<file path="src/rtl/alu8.sv">
// alu8: 8-bit single-cycle datapath ALU.
// A 3-bit opcode plus a 2-bit function code select one of the
// arithmetic, shift, compare, move, logic or branch-compare operations.
// The result and the branch-taken flag are registered, so the outputs
// always reflect the operands sampled at the previous rising clock edge.
// All arithmetic is unsigned modulo 256, and carries are discarded.
module alu8 (
    input  logic       clk,
    input  logic       rst_n,
    input  logic [7:0] INPUTA,
    input  logic [7:0] INPUTB,
    input  logic [2:0] OP,
    input  logic [1:0] Function_code,
    output logic [7:0] OUT,
    output logic       branch_en
);

    // Opcode encodings
    localparam logic [2:0] OP_ARITH = 3'b000;
    localparam logic [2:0] OP_CMP   = 3'b001;
    localparam logic [2:0] OP_MOVE  = 3'b010;
    localparam logic [2:0] OP_INC   = 3'b011;
    localparam logic [2:0] OP_DEC   = 3'b100;
    localparam logic [2:0] OP_BEQ   = 3'b101;
    localparam logic [2:0] OP_BNE   = 3'b110;
    localparam logic [2:0] OP_LOGIC = 3'b111;

    logic [7:0] result;
    logic       branch;
    logic [2:0] shamt;
    logic [7:0] diff;

    // Only the low three bits of B form the shift amount.
    assign shamt = INPUTB[2:0];

    // A-B is shared by SUB and by both branch compares.
    assign diff  = INPUTA - INPUTB;

    // Combinational decode of opcode and function code into the next result and branch flag
    always_comb begin
        result = 8'h00;
        branch = 1'b0;
        case (OP)
            OP_ARITH: begin
                case (Function_code)
                    2'b00:   result = INPUTA + INPUTB;
                    2'b01:   result = diff;
                    2'b10:   result = INPUTA << shamt;
                    default: result = INPUTA >> shamt;
                endcase
            end
            OP_CMP: begin
                case (Function_code)
                    2'b00:   result = {7'b0, (INPUTA < INPUTB)};
                    2'b01:   result = {7'b0, ($signed(INPUTA) < $signed(INPUTB))};
                    2'b10:   result = {7'b0, (INPUTA == INPUTB)};
                    default: result = {7'b0, (INPUTA != INPUTB)};
                endcase
            end
            OP_MOVE: begin
                case (Function_code)
                    2'b00:   result = INPUTB;
                    2'b01:   result = INPUTA;
                    2'b10:   result = ~INPUTA;
                    default: result = 8'h00 - INPUTA;
                endcase
            end
            OP_INC: result = INPUTA + 8'h01;
            OP_DEC: result = INPUTA - 8'h01;
            OP_BEQ: begin
                result = diff;
                branch = (INPUTA == INPUTB);
            end
            OP_BNE: begin
                result = diff;
                branch = (INPUTA != INPUTB);
            end
            OP_LOGIC: begin
                case (Function_code)
                    2'b00:   result = INPUTA & INPUTB;
                    2'b01:   result = INPUTA | INPUTB;
                    2'b10:   result = INPUTA ^ INPUTB;
                    default: result = ~(INPUTA | INPUTB);
                endcase
            end
            default: begin
                result = 8'h00;
                branch = 1'b0;
            end
        endcase
    end

    // Output register: loads on every edge and clears asynchronously on reset
    always_ff @(posedge clk or negedge rst_n) begin
        if (!rst_n) begin
            OUT       <= 8'h00;
            branch_en <= 1'b0;
        end else begin
            OUT       <= result;
            branch_en <= branch;
        end
    end

endmodule

</file>
<file path="config.mk">
export PLATFORM = sky130hd
export DESIGN_NAME = alu8
export DESIGN_NICKNAME = d
export VERILOG_FILES = /design/src/rtl/alu8.sv
export SDC_FILE = /design/constraint.sdc
export NUM_CORES = 1
export LEC_CHECK = 0
export ABC_AREA = 0
export BUFFER_PORTS_ARGS = -buffer_cell sky130_fd_sc_hd__buf_2
export CAP_MARGIN = 30
export CORE_AREA = 2 2 101 103
export CTS_CLUSTER_SIZE = 12
export DETAILED_ROUTE_END_ITERATION = 7
export DIE_AREA = 0 0 103 105
export MAX_ROUTING_LAYER = met4
export PLACE_DENSITY = 0.51
export SKIP_LAST_GASP = 1
export SLEW_MARGIN = 30
export SYNTH_ARGS = -nofsm -noshare
export SYNTH_HDL_FRONTEND = slang
export SYNTH_SLANG_ARGS = --single-unit
</file>
<file path="constraint.sdc">
create_clock -name clk -period 0.8 [get_ports clk]
set_input_delay 0 -clock clk [delete_from_list [all_inputs] [get_ports clk]]
set_output_delay 0 -clock clk [all_outputs]
set_load 0.01 [all_outputs]
</file>
==> impl_metrics.yaml, run 1 <==
power:
  irDropWorstVdd_uv: 664
  power_density_mw_per_mm2: 891
  p_total_mw: 4.30
  leakagePower_nw: 2.11
synth:
  netlist_area_mm2: 0.00284
  synth.largest_area_cell: "ha_1"
  ys_seq_elements: 9
  synthTopCellsByArea: "ha_1, dfrtp_1, a21oi_1"
  yosysWarnings: 0
  yosysSeqAreaShare_pct: 7.93
  syn_nets: 452
  synthArstFlopShare_pct: 100
  dominantRegCellSynth: "dfrtp_1"
  ys_types: 64
  syn_area_per_cell_um2: 7.21
  synthDominantCellAreaShare_pct: 14.1
  synth-edff-count: 0
  synthesis.instances: 394
route:
  highest_layer: "met4"
  wl_met2_um: 6020
  ant_nets: 0
  wl_met1_um: 5370
  wl_met3_um: 744
  routed_wl_um: 12600
  drt_pass1_iterations: 5
  dr.first_iter.drc_count: 215
  drc: 0
  avgRoutedWirePerCell_um: 18.8
  num_vias: 3642
  vias_per_cell: 5.43
setup_path:
  critical-path-slowest-cell: "fa_2"
  endpoint_kind: "flop"
  crit_end: "OUT[6]"
  timing.critical_path.cells: "buf_8 > buf_12 > buf_6 > fa_2 > nand2b_4 > nand2_2 > a31oi_1 > o21bai_1 > xnor2_2 > nand2_1 > a22oi_2"
  worstSetupStartpointType: "input port"
  cp_slowest_stage_delay_ns: 0.37
  worst_ep_arrival_time_ns: 1.75
  startpoint: "INPUTA[1]"
  critical_path.max_fanout: 6
  cp.required_ns: 0.94
  path_class: "input port to flop"
grt:
  grt_pass1_wl_um: 19600
  antenna_found_initial: 0
  grt_max_degree: 32
  gr-total-overflow: 0
  track_usage_pct: 23.9
  grt_pass1_vias: 3554
cells_and_area:
  n_antenna_cell: 0
  final_util_pct: 50.1
  fill_cells: 980
  syn_to_final_growth_pct: 69.9
  drive_gt1_share_pct: 50.6
  nNetsFinal: 597
timing:
  whs_ns: 0.153
  layout_setup_ws_ns: -0.807
  rsz0062_at_grt: "yes"
  clock.fmax_mhz: 622
  fin_tns_setup_ns: -5.98
  finalCritPeriodShare_pct: 201
  setup_violations: 9
  worst_pin_slew_ns: 0.397
  worst_slew_margin_rel_pct: 73.2
  hold_viol: 0
  min_period_ns: 1.61
  slew_viol_final: 0
place:
  dp_hpwl_um: 10000
  gp_congestion: 0.985
  io_buffer_count: 31
  place_ws_ns: -1.14
die:
  initial_core_util_pct: 29.5
  die_y_um: 105
  die_area_mm2: 0.0108
  die_w_um: 103
  core_mm2: 0.00964
  ios: 32
  rows: 36
outcome:
  violations: "setup timing"
  status: "finished, violations left"
clock_network:
  clk_path_buf_depth: 2
  clockRootBuffer: "clkbuf_8"
  cts_tree: "built"
  cts_buffers: 3
  clock-sinks: 9
  path_clk_slew_ns: 0.04
  h-tree-depth: 1
job:
  cap_violations: 0
hold_path:
  hold_path_class: "input port to async pin"
==> layout by cell type (no fill, tap or decap), types with 4 or more instances in the layout <==
cell type / n
inv_2: 8
inv_4: 6
dfrtp_1: 9
inv_1: 10
ha_1: 16
o21bai_1: 5
nor3_1: 4
ha_4: 13
o21ai_0: 22
xnor2_1: 8
buf_2: 20
buf_12: 9
a21oi_2: 12
o211ai_1: 5
buf_4: 119
o21ai_2: 4
mux4_2: 7
buf_6: 16
a21oi_1: 27
mux2i_1: 5
nand3_1: 7
o21ai_1: 9
xnor2_2: 6
a31oi_1: 6
a211oi_1: 6
nand2_1: 40
nor2b_1: 6
nor2_1: 36
==> sequential cells by signal (all words and copies together), names as in the netlist <==
register,flops
branch_en,1
OUT,8
==> through the flow <==
step	cells	cell area (µm²)
after floorplan	394	3090
after global placement	647	4130
after detailed placement	647	4130
after CTS	665	4610
after global routing	671	4820
final	671	4820
==> critical path, delay by kind of cell <==
kind                       cells  cell delay, ns
AOI/OAI and AO/OA              3            0.50
adders and majority gates      1            0.37
buffers and inverters          3            0.36
and+or+nand+nor                3            0.25
xor gates and xnor gates       1            0.25
==> what timing repair did <==
action / in CTS / in global routing
endpoints found under the hold margin: 9 / 0
resized for setup: 78 / 37
setup buffers: 14 / 9
hold buffers: 1 / 0
setup endpoints to repair: 9 / 9
pin swaps: 50 / 42
==> power by group <==
group | switching [mW] | internal, mW
clock | 0.171 | 0.346
combinational | 1.65 | 1.59
sequential | 0.0170 | 0.525
total | 1.84 | 2.46
==> worst min-delay path by stage <==
stage | cells after the start | slack (ns) | end | from
floorplan | 0 | -0.30 | OUT[0] | rst_n
global placement | 1 | -0.14 | OUT[5] | rst_n
detailed placement | 1 | -0.14 | OUT[7] | rst_n
CTS | 2 | 0.15 | OUT[7] | rst_n
global route | 2 | 0.20 | OUT[6] | rst_n
finish | 2 | 0.15 | OUT[7] | rst_n
==> kinds of logic after synthesis <==
| kind of cell | after synthesis | synth area share [%] |
|---|---|---|
| AOI/OAI and AO/OA | 143 | 33.9 |
| xor gates and xnor gates | 17 | 5.51 |
| DFF | 9 | 7.93 |
| adders and majority gates | 35 | 16.2 |
| buffers and inverters | 57 | 9.17 |
| muxes | 17 | 9.21 |
| and+or+nand+nor | 116 | 18.0 |
==> layer usage <==
metal  up-vias  track usage (%)
met1      1734             32.4
met5         -                -
met4         0             7.71
li1       1721                -
met2       154             37.4
met3        33             2.21
==> area by class of cell <==
cell class / count / area (µm²) / area share, %
Tap cell: 133 / 166 / 3.45
Multi-Input combinational cell: 328 / 2820 / 58.4
Inverter: 29 / 161 / 3.35
Timing Repair Buffer: 168 / 1410 / 29.2
Clock buffer: 4 / 45.0 / 0.934
Sequential cell: 9 / 225 / 4.67
==> cell usage after synthesis (5+ instances only) <==
cell and n:
a211oi_1 7, a21oi_1 37, a31oi_1 6, buf_2 13, clkbuf_1 8, dfrtp_1 9
ha_1 32, inv_1 26, mux2i_1 7, mux4_2 7, nand2_1 43, nand3_1 8
nor2_1 40, nor2b_1 6, o2111ai_1 5, o211ai_1 5, o21ai_0 26, o21ai_1 10
o21bai_1 6, xnor2_1 13
(Power assumes the default switching activity.)
==> run 2: changes to the inputs <==
- CTS_BUF_LIST: unset -> sky130_fd_sc_hd__clkbuf_4 sky130_fd_sc_hd__clkbuf_8
==> impl_metrics.yaml, run 2 (synthesis results as in run 1) <==
outcome:
  status: "finished, violations left"
  violations: "setup timing"
die:
  die_w_um: 103
  rows: 36
  die_area_mm2: 0.0108
  core_mm2: 0.00964
  initial_core_util_pct: 29.5
  ios: 32
  die_y_um: 105
cells_and_area:
  final_util_pct: 50.1
  final_common_cell: "buf_4"
  fill_cells: 980
  layout.cells.non_filler: 671
  final_cell_mix: "buf_4, nand2_1, nor2_1"
  top_register: "OUT"
  nNetsFinal: 597
  largest_reg_flops: 8
  drive_gt1_share_pct: 50.7
  syn_to_final_growth_pct: 70.1
  reg_top3: "OUT: 8 flops, branch_en: 1 flops"
  n_antenna_cell: 0
power:
  netSwitchingFraction_pct: 42.4
  leakagePower_nw: 2.11
  seq_power_share_pct: 12.5
  irDropWorstVdd_uv: 665
  pwr-share-comb_pct: 74.8
  p_int_mw: 2.49
  p_sw_mw: 1.84
  p_clk_share_pct: 12.7
  power_density_mw_per_mm2: 897
route:
  drt_pass1_iterations: 6
  drc: 0
  ant_nets: 0
  avgRoutedWirePerCell_um: 18.8
  dr.first_iter.drc_count: 209
  num_vias: 3634
  routed_wl_um: 12600
  vias_per_cell: 5.42
clock_network:
  h-tree-depth: 1
  path_clk_slew_ns: 0.04
  clockRootBuffer: "clkbuf_8"
  clock-sinks: 9
  cts_tree: "built"
  clk_path_buf_depth: 2
  cts_buffers: 3
hold_path:
  hold_path_class: "input port to async pin"
setup_path:
  endpoint_kind: "flop"
  path_class: "input port to flop"
  worstSetupStartpointType: "input port"
  critical_path.max_fanout: 6
  cp.required_ns: 0.94
  worst_ep_arrival_time_ns: 1.75
timing:
  slew_viol_final: 0
  worst_slew_margin_rel_pct: 73.3
  layout_setup_ws_ns: -0.808
  rsz0062_at_grt: "yes"
  min_period_ns: 1.61
  hold_viol: 0
  worst_pin_slew_ns: 0.397
  clock.fmax_mhz: 622
  finalCritPeriodShare_pct: 201
  setup_violations: 9
grt:
  grt_pass1_wl_um: 19600
  grt_pass1_vias: 3554
  grt_max_degree: 32
  antenna_found_initial: 0
  gr-total-overflow: 0
  track_usage_pct: 23.9
job:
  cap_violations: 0
place:
  dp_hpwl_um: 10000
  io_buffer_count: 31
  place_inst: 647
  gp_congestion: 0.985
-- run 2: cell count changes in the layout (fill, tap and decap cells not counted) --
cell | previous run | this run
clkbuf_4 | 0 | 1
clkbuf_1 | 1 | 0
-- run 2: worst max path at each step --
stage               slack [ns]       from  cells after the start      to
floorplan                -0.82      OP[2]                     10  OUT[6]
global placement         -1.16  INPUTA[1]                     10  OUT[7]
detailed placement       -1.14  INPUTA[0]                     10  OUT[7]
CTS                      -0.80  INPUTA[1]                     10  OUT[7]
global route             -0.84  INPUTA[0]                     12  OUT[6]
finish                   -0.81  INPUTA[1]                     11  OUT[6]
-- run 2: per-stage QoR --
step	instance area, µm²	setup TNS, ns	setup WS [ns]	hold slack [ns]	total power [mW]
after CTS	4610	-6.16	-0.800	0.153	4.12
final	4830	-5.99	-0.808	0.153	4.33
after global routing	4830	-6.52	-0.842	0.195	4.61
after floorplan	3090	-5.78	-0.817	-0.296	2.08
after detailed placement	4130	-9.30	-1.14	-0.140	3.24
after global placement	4130	-9.11	-1.16	-0.139	3.22
-- run 2: cell type report --
class	instances	area, µm²	share of cell area [%]
Inverter	29	161	3.34
Multi-Input combinational cell	328	2820	58.4
Timing Repair Buffer	168	1410	29.2
Clock buffer	4	48.8	1.01
Tap cell	133	166	3.45
Sequential cell	9	225	4.66
-- run 2: metal layers --
layer  wire [µm]  share of wire (%)  global-route usage (%)
met3         765                6.1                    2.21
met5           0                  0                       -
met4         433                3.4                    7.71
met1        5350                 42                    32.4
met2        6050                 48                    37.4
-- run 2: critical path, stage by stage --
cell and delay [ns]:
buf_8 0.10, buf_12 0.13, buf_6 0.13, fa_2 0.37, nand2b_4 0.09, nand2_2 0.05, a31oi_1 0.16, o21bai_1 0.14
xnor2_2 0.25, nand2_1 0.12, a22oi_2 0.20
-- run 2: power by group through the flow --
stage                     logic (mW)  registers (mW)  clock network (mW)
after floorplan                 1.49           0.588                   0
after global placement          2.67           0.550                   0
after detailed placement        2.69           0.548                   0
after CTS                       3.02           0.541               0.553
after global routing            3.47           0.549               0.587
final                           3.24           0.542               0.551
-- run 2: timing repair --
item,4_1_cts,5_1_grt
pin swaps,50,42
hold buffers,1,0
resized for setup,78,37
buffers inserted,14,9
endpoints found under the hold margin,9,0
endpoints found under the setup margin,9,9
==> run 3: changes to the inputs <==
- SKIP_CTS_REPAIR_TIMING: unset -> 1
==> impl_metrics.yaml, run 3 (synthesis results as in run 1) <==
die:
  initial_core_util_pct: 29.5
  rows: 36
  ios: 32
  core_mm2: 0.00964
  die_y_um: 105
  die_w_um: 103
  die_area_mm2: 0.0108
cells_and_area:
  final_cell_mix: "buf_4, nand2_1, nor2_1"
  largest_reg_flops: 8
  final_common_cell: "buf_4"
  top_register: "OUT"
  final_area_mm2: 0.00459
  syn_to_final_growth_pct: 61.6
  final-seq-area_um2: 225
  fill_cells: 1002
  reg_top3: "OUT: 8 flops, branch_en: 1 flops"
  final_util_pct: 47.6
  n_antenna_cell: 0
  multi_input_area_mm2: 0.00269
  drive_gt1_share_pct: 45.8
  nNetsFinal: 589
timing:
  layout_setup_ws_ns: -0.915
  finalCritPeriodShare_pct: 214
  worst_pin_slew_ns: 0.364
  worst_slew_margin_rel_pct: 75.1
  hold_viol: 0
  slew_viol_final: 0
  clock.fmax_mhz: 583
  min_period_ns: 1.71
  setup_violations: 9
  rsz0062_at_grt: "yes"
grt:
  antenna_found_initial: 0
  grt_max_degree: 32
  grt_pass1_vias: 3453
  grt_pass1_wl_um: 19000
  gr-total-overflow: 0
  track_usage_pct: 23.3
job:
  cap_violations: 0
setup_path:
  cp.required_ns: 0.94
  startpoint: "INPUTA[1]"
  endpoint_kind: "flop"
  worst_ep_arrival_time_ns: 1.86
  critical_path.max_fanout: 7
  path_class: "input port to flop"
  worstSetupStartpointType: "input port"
route:
  num_vias: 3560
  avgRoutedWirePerCell_um: 18.5
  ant_nets: 0
  drc: 0
  routed_wl_um: 12300
  dr.first_iter.drc_count: 266
  drt_pass1_iterations: 6
  vias_per_cell: 5.37
power:
  p_total_mw: 4.12
  p_int_mw: 2.37
  irDropWorstVdd_uv: 661
  netSwitchingFraction_pct: 42.5
  p_clk_share_pct: 13.4
  seq_power_share_pct: 13.2
  p_sw_mw: 1.75
  pwr-share-comb_pct: 73.5
  leakagePower_nw: 2.03
  power_density_mw_per_mm2: 899
place:
  io_buffer_count: 31
  dp_hpwl_um: 10000
  gp_congestion: 0.985
  place_ws_ns: -1.14
  placed_area_mm2: 0.00413
clock_network:
  cts_buffers: 3
  clock-sinks: 9
  cts_tree: "built"
  h-tree-depth: 1
  clockRootBuffer: "clkbuf_8"
  path_clk_slew_ns: 0.04
  clk_path_buf_depth: 2
outcome:
  status: "finished, violations left"
  violations: "setup timing"
hold_path:
  hold_path_class: "input port to async pin"
run 3: cell type report:
type,count,share of cell area [%]
Multi-Input combinational cell,328,58.7
Timing Repair Buffer,160,28.2
Sequential cell,9,4.91
Tap cell,133,3.63
Inverter,29,3.46
Clock buffer,4,1.06
run 3: critical path, stage by stage:
cell and delay, ns:
buf_8 0.10, buf_12 0.13, buf_12 0.12, fa_2 0.41, nand2b_4 0.10, nand2_2 0.05, a31oi_1 0.18, o21bai_1 0.13
xnor2_1 0.31, nand2_1 0.11, a22oi_2 0.20
run 3: worst max path at each step:
stage	depth (start not counted)	slack [ns]	endpoint
after detailed placement	10	-1.14	OUT[7]
after global placement	10	-1.16	OUT[7]
after floorplan	10	-0.82	OUT[6]
after CTS	10	-0.93	OUT[6]
final	11	-0.91	OUT[6]
after global routing	11	-0.96	OUT[6]
run 3: metrics by stage:
| stage | cells | hold slack (ns) | setup TNS (ns) |
|---|---|---|---|
| after floorplan | 394 | -0.296 | -5.78 |
| after global placement | 647 | -0.139 | -9.11 |
| after detailed placement | 647 | -0.140 | -9.30 |
| after CTS | 651 | -0.382 | -7.25 |
| after global routing | 663 | 0.192 | -7.18 |
| final | 663 | 0.150 | -6.47 |
run 3: power groups by stage:
stage | registers (mW) | logic [mW] | clock network, mW
finish | 0.543 | 3.03 | 0.551
global route | 0.549 | 3.26 | 0.582
CTS | 0.541 | 2.70 | 0.553
detailed placement | 0.548 | 2.69 | 0
global placement | 0.550 | 2.67 | 0
floorplan | 0.588 | 1.49 | 0
run 3: per-layer routing:
layer / wire length, µm / vias up / global-route usage [%]
met1: 5300 / 1688 / 32.0
li1: - / 1714 / -
met4: 398 / 0 / 7.33
met2: 5910 / 129 / 36.1
met5: 0 / - / -
met3: 684 / 29 / 1.74
